`config.mk`:
```
export PLATFORM = sky130hd
export DESIGN_NAME = mdr_mem_ctrl
export DESIGN_NICKNAME = d
export VERILOG_FILES = /design/src/rtl/mini_src_pkg.sv /design/src/rtl/mem_timeout_ctr.sv /design/src/rtl/mdr_mem_ctrl.sv
export SDC_FILE = /design/constraint.sdc
export NUM_CORES = 1
export LEC_CHECK = 0
export ABC_AREA = 1
export CORE_UTILIZATION = 35
export CTS_BUF_LIST = sky130_fd_sc_hd__clkbuf_4
export CTS_CLUSTER_SIZE = 25
export DETAILED_ROUTE_END_ITERATION = 10
export PLACE_DENSITY = 0.65
export SLEW_MARGIN = 20
export SYNTH_ARGS = -nofsm -noshare
export SYNTH_HDL_FRONTEND = slang
export SYNTH_SLANG_ARGS = --single-unit
```
`constraint.sdc`:
```
create_clock -name clock -period 4.2 [get_ports clock]
set_input_delay 0.84 -clock clock [delete_from_list [all_inputs] [get_ports clock]]
set_output_delay 0.84 -clock clock [all_outputs]
set_load 0.1 [all_outputs]
```
`src/rtl/mini_src_pkg.sv`:
```
// Shared datapath definitions: widths, bus-mux source code for the MDR, and
// the sequencer state encoding used by mdr_mem_ctrl.
package mini_src_pkg;

   localparam int DATA_W  = 32;
   localparam int ADDR_W  = 9;
   localparam int TIMEOUT = 16;

   localparam logic [4:0] BUS_SRC_MDR = 5'd21;

   typedef enum logic [1:0] {
      ST_IDLE    = 2'd0,
      ST_RD_WAIT = 2'd1,
      ST_WR_WAIT = 2'd2,
      ST_DONE    = 2'd3
   } state_e;

endpackage

```
`src/rtl/mem_timeout_ctr.sv`:
```
// Wait-cycle counter for memory accesses; expired flags the last allowed
// wait cycle (count == TIMEOUT-1) so the sequencer can abort on that edge.
module mem_timeout_ctr #(
   parameter int TIMEOUT = 16
) (
   input  logic clock,
   input  logic clear,
   input  logic restart,
   input  logic enable,
   output logic expired
);

   localparam int CW = (TIMEOUT > 2) ? $clog2(TIMEOUT) : 1;

   logic [CW-1:0] cnt_q;

   always_ff @(posedge clock or negedge clear) begin
      if (!clear) begin
         cnt_q <= '0;
      end else if (restart) begin
         cnt_q <= '0;
      end else if (enable) begin
         cnt_q <= cnt_q + CW'(1);
      end
   end

   assign expired = (cnt_q == CW'(TIMEOUT - 1));

endmodule

```
`src/rtl/mdr_mem_ctrl.sv`:
```
// Memory Data Register and read/write handshake sequencer for the variable
// latency memory, with ack timeout and sticky error reporting.
//
//   state      | meaning
//   -----------+----------------------------------------------------------
//   ST_IDLE    | MDR loadable from bus; accepts rd_req / wr_req
//   ST_RD_WAIT | read access active, waiting for mem_ack or timeout
//   ST_WR_WAIT | write access active, waiting for mem_ack or timeout
//   ST_DONE    | one-cycle done pulse, counter cleared, back to idle
module mdr_mem_ctrl #(
   parameter int DATA_W  = mini_src_pkg::DATA_W,
   parameter int ADDR_W  = mini_src_pkg::ADDR_W,
   parameter int TIMEOUT = mini_src_pkg::TIMEOUT
) (
   input  logic              clock,
   input  logic              clear,
   input  logic [DATA_W-1:0] BusMuxOut,
   input  logic              MDR_in,
   input  logic              Read,
   input  logic [ADDR_W-1:0] mar_addr,
   input  logic              rd_req,
   input  logic              wr_req,
   input  logic [DATA_W-1:0] mem_rdata,
   input  logic              mem_ack,
   output logic              mem_en,
   output logic              mem_we,
   output logic [ADDR_W-1:0] mem_addr,
   output logic [DATA_W-1:0] mem_wdata,
   output logic [DATA_W-1:0] MDR_Bus_lines,
   output logic              busy,
   output logic              done,
   output logic              err
);

   import mini_src_pkg::*;

   state_e            state_q;
   logic [DATA_W-1:0] mdr_q;
   logic [ADDR_W-1:0] addr_q;
   logic [DATA_W-1:0] wdata_q;
   logic              mem_en_q;
   logic              mem_we_q;
   logic              busy_q;
   logic              done_q;
   logic              err_q;

   logic              waiting;
   logic              ctr_restart;
   logic              expired;
   logic              bus_load;

   assign waiting     = (state_q == ST_RD_WAIT) || (state_q == ST_WR_WAIT);
   assign ctr_restart = (state_q == ST_IDLE) || (state_q == ST_DONE);
   assign bus_load    = MDR_in && !Read;

   mem_timeout_ctr #(
      .TIMEOUT (TIMEOUT)
   ) u_timeout (
      .clock   (clock),
      .clear   (clear),
      .restart (ctr_restart),
      .enable  (waiting),
      .expired (expired)
   );

   always_ff @(posedge clock or negedge clear) begin
      if (!clear) begin
         state_q  <= ST_IDLE;
         mdr_q    <= '0;
         addr_q   <= '0;
         wdata_q  <= '0;
         mem_en_q <= 1'b0;
         mem_we_q <= 1'b0;
         busy_q   <= 1'b0;
         done_q   <= 1'b0;
         err_q    <= 1'b0;
      end else begin
         done_q <= 1'b0;
         case (state_q)
            ST_IDLE: begin
               if (bus_load) begin
                  mdr_q <= BusMuxOut;
               end
               if (rd_req && wr_req) begin
                  err_q   <= 1'b1;
                  done_q  <= 1'b1;
                  busy_q  <= 1'b1;
                  state_q <= ST_DONE;
               end else if (rd_req) begin
                  addr_q   <= mar_addr;
                  mem_en_q <= 1'b1;
                  mem_we_q <= 1'b0;
                  err_q    <= 1'b0;
                  busy_q   <= 1'b1;
                  state_q  <= ST_RD_WAIT;
               end else if (wr_req) begin
                  addr_q   <= mar_addr;
                  // a same-cycle bus load is what gets written
                  wdata_q  <= bus_load ? BusMuxOut : mdr_q;
                  mem_en_q <= 1'b1;
                  mem_we_q <= 1'b1;
                  err_q    <= 1'b0;
                  busy_q   <= 1'b1;
                  state_q  <= ST_WR_WAIT;
               end
            end
            ST_RD_WAIT, ST_WR_WAIT: begin
               if (mem_ack) begin
                  if (state_q == ST_RD_WAIT) begin
                     mdr_q <= mem_rdata;
                  end
                  mem_en_q <= 1'b0;
                  done_q   <= 1'b1;
                  state_q  <= ST_DONE;
               end else if (expired) begin
                  mem_en_q <= 1'b0;
                  err_q    <= 1'b1;
                  done_q   <= 1'b1;
                  state_q  <= ST_DONE;
               end
            end
            ST_DONE: begin
               busy_q  <= 1'b0;
               state_q <= ST_IDLE;
            end
            default: begin
               state_q <= ST_IDLE;
            end
         endcase
      end
   end

   assign mem_en        = mem_en_q;
   assign mem_we        = mem_we_q;
   assign mem_addr      = addr_q;
   assign mem_wdata     = wdata_q;
   assign MDR_Bus_lines = mdr_q;
   assign busy          = busy_q;
   assign done          = done_q;
   assign err           = err_q;

endmodule
```
Yosys cells after proc, flatten, opt, wreduce, memory -nomap -nowiden:

Cells that the tools add are included.

* bitwise logic cells: 2
* equal/unequal tests: 12
* reductions and logical operators: 18
* muxes and demuxes: 33
* add/subtract/negate cells: 1

Operator list (count)
* $mux 32: 3
* $pmux 32 s2: 1
* $mux 9: 2
* $mux 1: 15
* $reduce_and 4->1: 3
* $mux 2: 5
* $ne 2x2->1 const B: 5
* $mux 4: 2
* $pmux 1 s2: 4
* $reduce_bool 2->1: 4
* $ne 3x3->1 const B: 2
* $pmux 2 s3: 1
* $reduce_and 3->1: 2
* $add 4x1->4 const B: 1
* $eq 2x2->1 const B: 2
* $eq 4x4->1 const B: 1
* $ne 4x3->1 const B: 1
* $reduce_and 2->1: 2
* $eq 2x1->1 const B: 1
* $logic_and 1x1->1: 2
* $logic_not 2->1: 1
* $logic_or 1x1->1: 2
* $not 1->1: 2
* $reduce_or 2->1: 1
* $logic_not 1->1: 1

* logic and storage cells: 76
* output and inout bits: 78
* bits in registers: 84

Logic depth before layout (Yosys ltp):

* depth after elaboration: 4
* depth in mapped cells: 10

Cells and area by module:

A second synthesis with hierarchy kept.

* cell total of the unflattened synthesis: 610
* area, all modules: 4401.7 µm²

Modules (own cells, without submodules)
* mdr_mem_ctrl: seq. area each 2001.9 µm², area each 4205.3 µm², cells each 586, times used 1
* mem_timeout_ctr: seq. area each 100.1 µm², area each 196.4 µm², cells each 24, times used 1

Least setup slack after synthesis:

Ideal clock, no wire load.

* path kind: input port to flip-flop
* start: input port rd_req
* end: register addr_q[0] (netlist: mem_addr[0])
* data arrival time: 1.758 ns
* slack: 2.316 ns
* library setup time: 0.126 ns
* required time: 4.074 ns
* stages: 5
* cells stage by stage: inv_1 > ha_1 > nand2_1 > buf_2 > mux2_2

* longest elaborated chain between the ends: 3

RTL lines
* from (decl): RTL line mdr_mem_ctrl.sv:21 `input logic rd_req,`
* $logic_and 1x1->1: RTL line mdr_mem_ctrl.sv:84 `if (rd_req && wr_req) begin`
* $not 1->1 (no line)
* $reduce_and 3->1 (no line)
* to (signal assigned): RTL line mdr_mem_ctrl.sv:90 `addr_q <= mar_addr;`
* to (signal assigned): RTL line mdr_mem_ctrl.sv:97 `addr_q <= mar_addr;`
* to (decl): RTL line mdr_mem_ctrl.sv:39 `logic [ADDR_W-1:0] addr_q;`

Parallel ways exist; a longest one is shown, timed or not.
A chain may end at the register's enable or synchronous reset.

Final worst setup path:

* start: register mdr_q[1] (netlist: MDR_Bus_lines[1])
* end: output port MDR_Bus_lines[1]

RTL lines
* from (decl): RTL line mdr_mem_ctrl.sv:38 `logic [DATA_W-1:0] mdr_q;`
* from (signal assigned): RTL line mdr_mem_ctrl.sv:82 `mdr_q <= BusMuxOut;`
* from (signal assigned): RTL line mdr_mem_ctrl.sv:110 `mdr_q <= mem_rdata;`
* to (decl): RTL line mdr_mem_ctrl.sv:29 `output logic [DATA_W-1:0] MDR_Bus_lines,`

No word-level cell between the ends.

==> results.toml <==
[outcome]
outcome = "completed"

[worst_setup_path]
arrival_ps = 2020
reg2reg_slack_ps = 1570
reg2reg_to = "MDR_Bus_lines[24]"
start_kind = "flip-flop"
reg2reg_from = "state_q[0]"
critPathSlowestCell = "clkdlybuf4s50_1"
path_max_fanout = 3
crit_type = "reg2out"
rr_worst_depth = 8
crit_family = "buffers and inverters"
cp-end-kind = "output pin"
path_buf_inv = 1
slowest_delay_ps = 1200
crit_chain = "clkdlybuf4s50_1"
critical_path_required_ps = 3360

[clock_tree]
cts_tree = "yes"
cts_root_buf = "clkbuf_4"
clkTransAtPathRegs_ps = 130
cts_resized = 0
cts_setup_buffers = 0
clockBufferDepth = 2
holdBufCountCts = 0
cts_made_buffers = 9
clk_latency_ps = 430
cts_htree_levels = 3
clock-sinks = 84

[global_route]
grt_pass1_vias = 4266
grt_pass1_wl_microns = 21200
grt_max_degree = 85
grt_overflow_total = 0
gr-usage-all-layers = 0.209
antenna_found_initial = 0

[route]
vias_per_cell = 4.84
antenna_left = 0
wl_per_cell_microns = 14.8
drcViolationCount = 0
drt_iter0_markers = 283
vias = 4331
dr.pass1.iters = 5
drt_wl_total_microns = 13200

[placed_design]
port_buffers = 157
hpwl_microns = 9150
gp_congestion = 0.862
pre_cts_ws_ps = 1180

[sta]
skew_ps = 13.4
min_period_ps = 2860
layout_setup_ws_ps = 1340
fin_crit_sh = 0.681
relSlewSlack = 0.299
drv_slew = 0
fmax_mhz = 349
worstMarginPinSlew_ps = 1050
rsz0062_at_grt = "no"
hold_viol = 0
fin_setup_tns_ps = 0
setup_viol = 0

[run]
maxCapViolCount = 0

[synth]
syn_inst = 581
yosys_register_bits = 84
yosysUniqueCellTypes = 22
ys_seq_area_frac = 0.475
avgSynthCellArea_sq_um = 7.61
syn_area_sq_um = 4420
yosys_warnings = 0
syn-num-nets = 670

[final_layout]
antenna_cells = 0
area_delta_synth_final_pct = 40.5
nets = 811
drive_gt1_frac = 0.0564

[die]
dieWidth_microns = 114
rows = 40
dieArea_sq_um = 13100
start_util = 0.364
die_h_microns = 114
pin_count = 158
coreArea_sq_um = 12200

[hold_path]
min_path_type = "in2async"
-- layout by cell type (no fill, tap or decap) --
cell	instances
clkinv_1	2
ha_1	9
bufinv_16	2
a21oi_1	50
clkdlybuf4s50_1	156
clkbuf_4	11
nand2_2	4
nand2_1	199
nand3_1	36
a21boi_0	1
nor2_4	2
clkinv_4	1
inv_2	3
nor2_1	65
buf_6	1
o21ai_0	22
nand2_4	1
nand3b_1	16
xor2_1	1
nor2_2	4
inv_1	44
dfrtp_1	84
nand4_1	1
mux2_2	9
buf_4	3
-- sequential cells by signal, summed over array words and instances (netlist names) --
signal           cells
MDR_Bus_lines       32
mem_wdata           32
mem_addr             9
u_timeout.cnt_q      4
state_q              2
busy                 1
done                 1
err                  1
mem_en               1
mem_we               1
-- cells in the mapped netlist (all sizes together) --
| master | n | area [sq um] |
|---|---|---|
| clkbuf | 4 | 15.0 |
| nand3b | 16 | 120 |
| a21boi | 1 | 7.51 |
| ha | 9 | 113 |
| nand2 | 204 | 783 |
| nor2 | 71 | 287 |
| nand3 | 36 | 180 |
| buf | 26 | 163 |
| inv | 47 | 176 |
| dfrtp | 84 | 2100 |
| a21oi | 50 | 250 |
| xor2 | 1 | 8.76 |
| mux2 | 9 | 101 |
| nand4 | 1 | 6.26 |
| o21ai | 22 | 110 |
-- layout make-up --
type                            instances  area, sq um
Clock buffer                           11         82.6
Clock inverter                          5         76.3
Fill cell                            1200         5950
Inverter                               47          176
Multi-Input combinational cell        420         1970
Sequential cell                        84         2100
Tap cell                              168          210
Timing Repair Buffer                  160         1600
-- worst max-delay path by stage --
stage	from	end	slack, ps	depth (start not counted)
after global placement	rd_req	mem_wdata[19]	1290	6
after floorplan	rd_req	mem_addr[0]	2320	5
after detailed placement	rd_req	mem_wdata[14]	1180	6
after global routing	MDR_Bus_lines[1]	MDR_Bus_lines[1]	1270	1
final	MDR_Bus_lines[1]	MDR_Bus_lines[1]	1340	1
after CTS	MDR_Bus_lines[1]	MDR_Bus_lines[1]	1310	1
-- through the flow --
| step | util | hold WS (ps) | cell area (sq um) | cells |
|---|---|---|---|---|
| after global routing | 0.511 | 479 | 6210 | 895 |
| final | 0.511 | 433 | 6210 | 895 |
| after floorplan | - | 432 | 4420 | 581 |
| after CTS | 0.511 | 475 | 6210 | 895 |
| after detailed placement | 0.498 | 458 | 6050 | 879 |
| after global placement | 0.498 | 451 | 6050 | 879 |
-- cells by family after synthesis --
group | synth area share
mux | 0.0229
simple gates | 0.311
xor+xnor | 0.00198
flops | 0.475
fa+ha+maj | 0.0255
buf+inv | 0.0801
compound gates | 0.0832
-- layer usage --
metal  wire [microns]  vias up  GRT usage  share of wire
met5                0        -          0              0
met4              113        0     0.0502         0.0086
met3             1080       12     0.0503          0.082
met2             5980      205      0.339           0.45
met1             6050     2007      0.282           0.46
li1                 -     2107          -              -
Power is left out: the tool's default activity adds up to more than one toggle a clock period on the data nets, which glitch-free logic cannot reach.
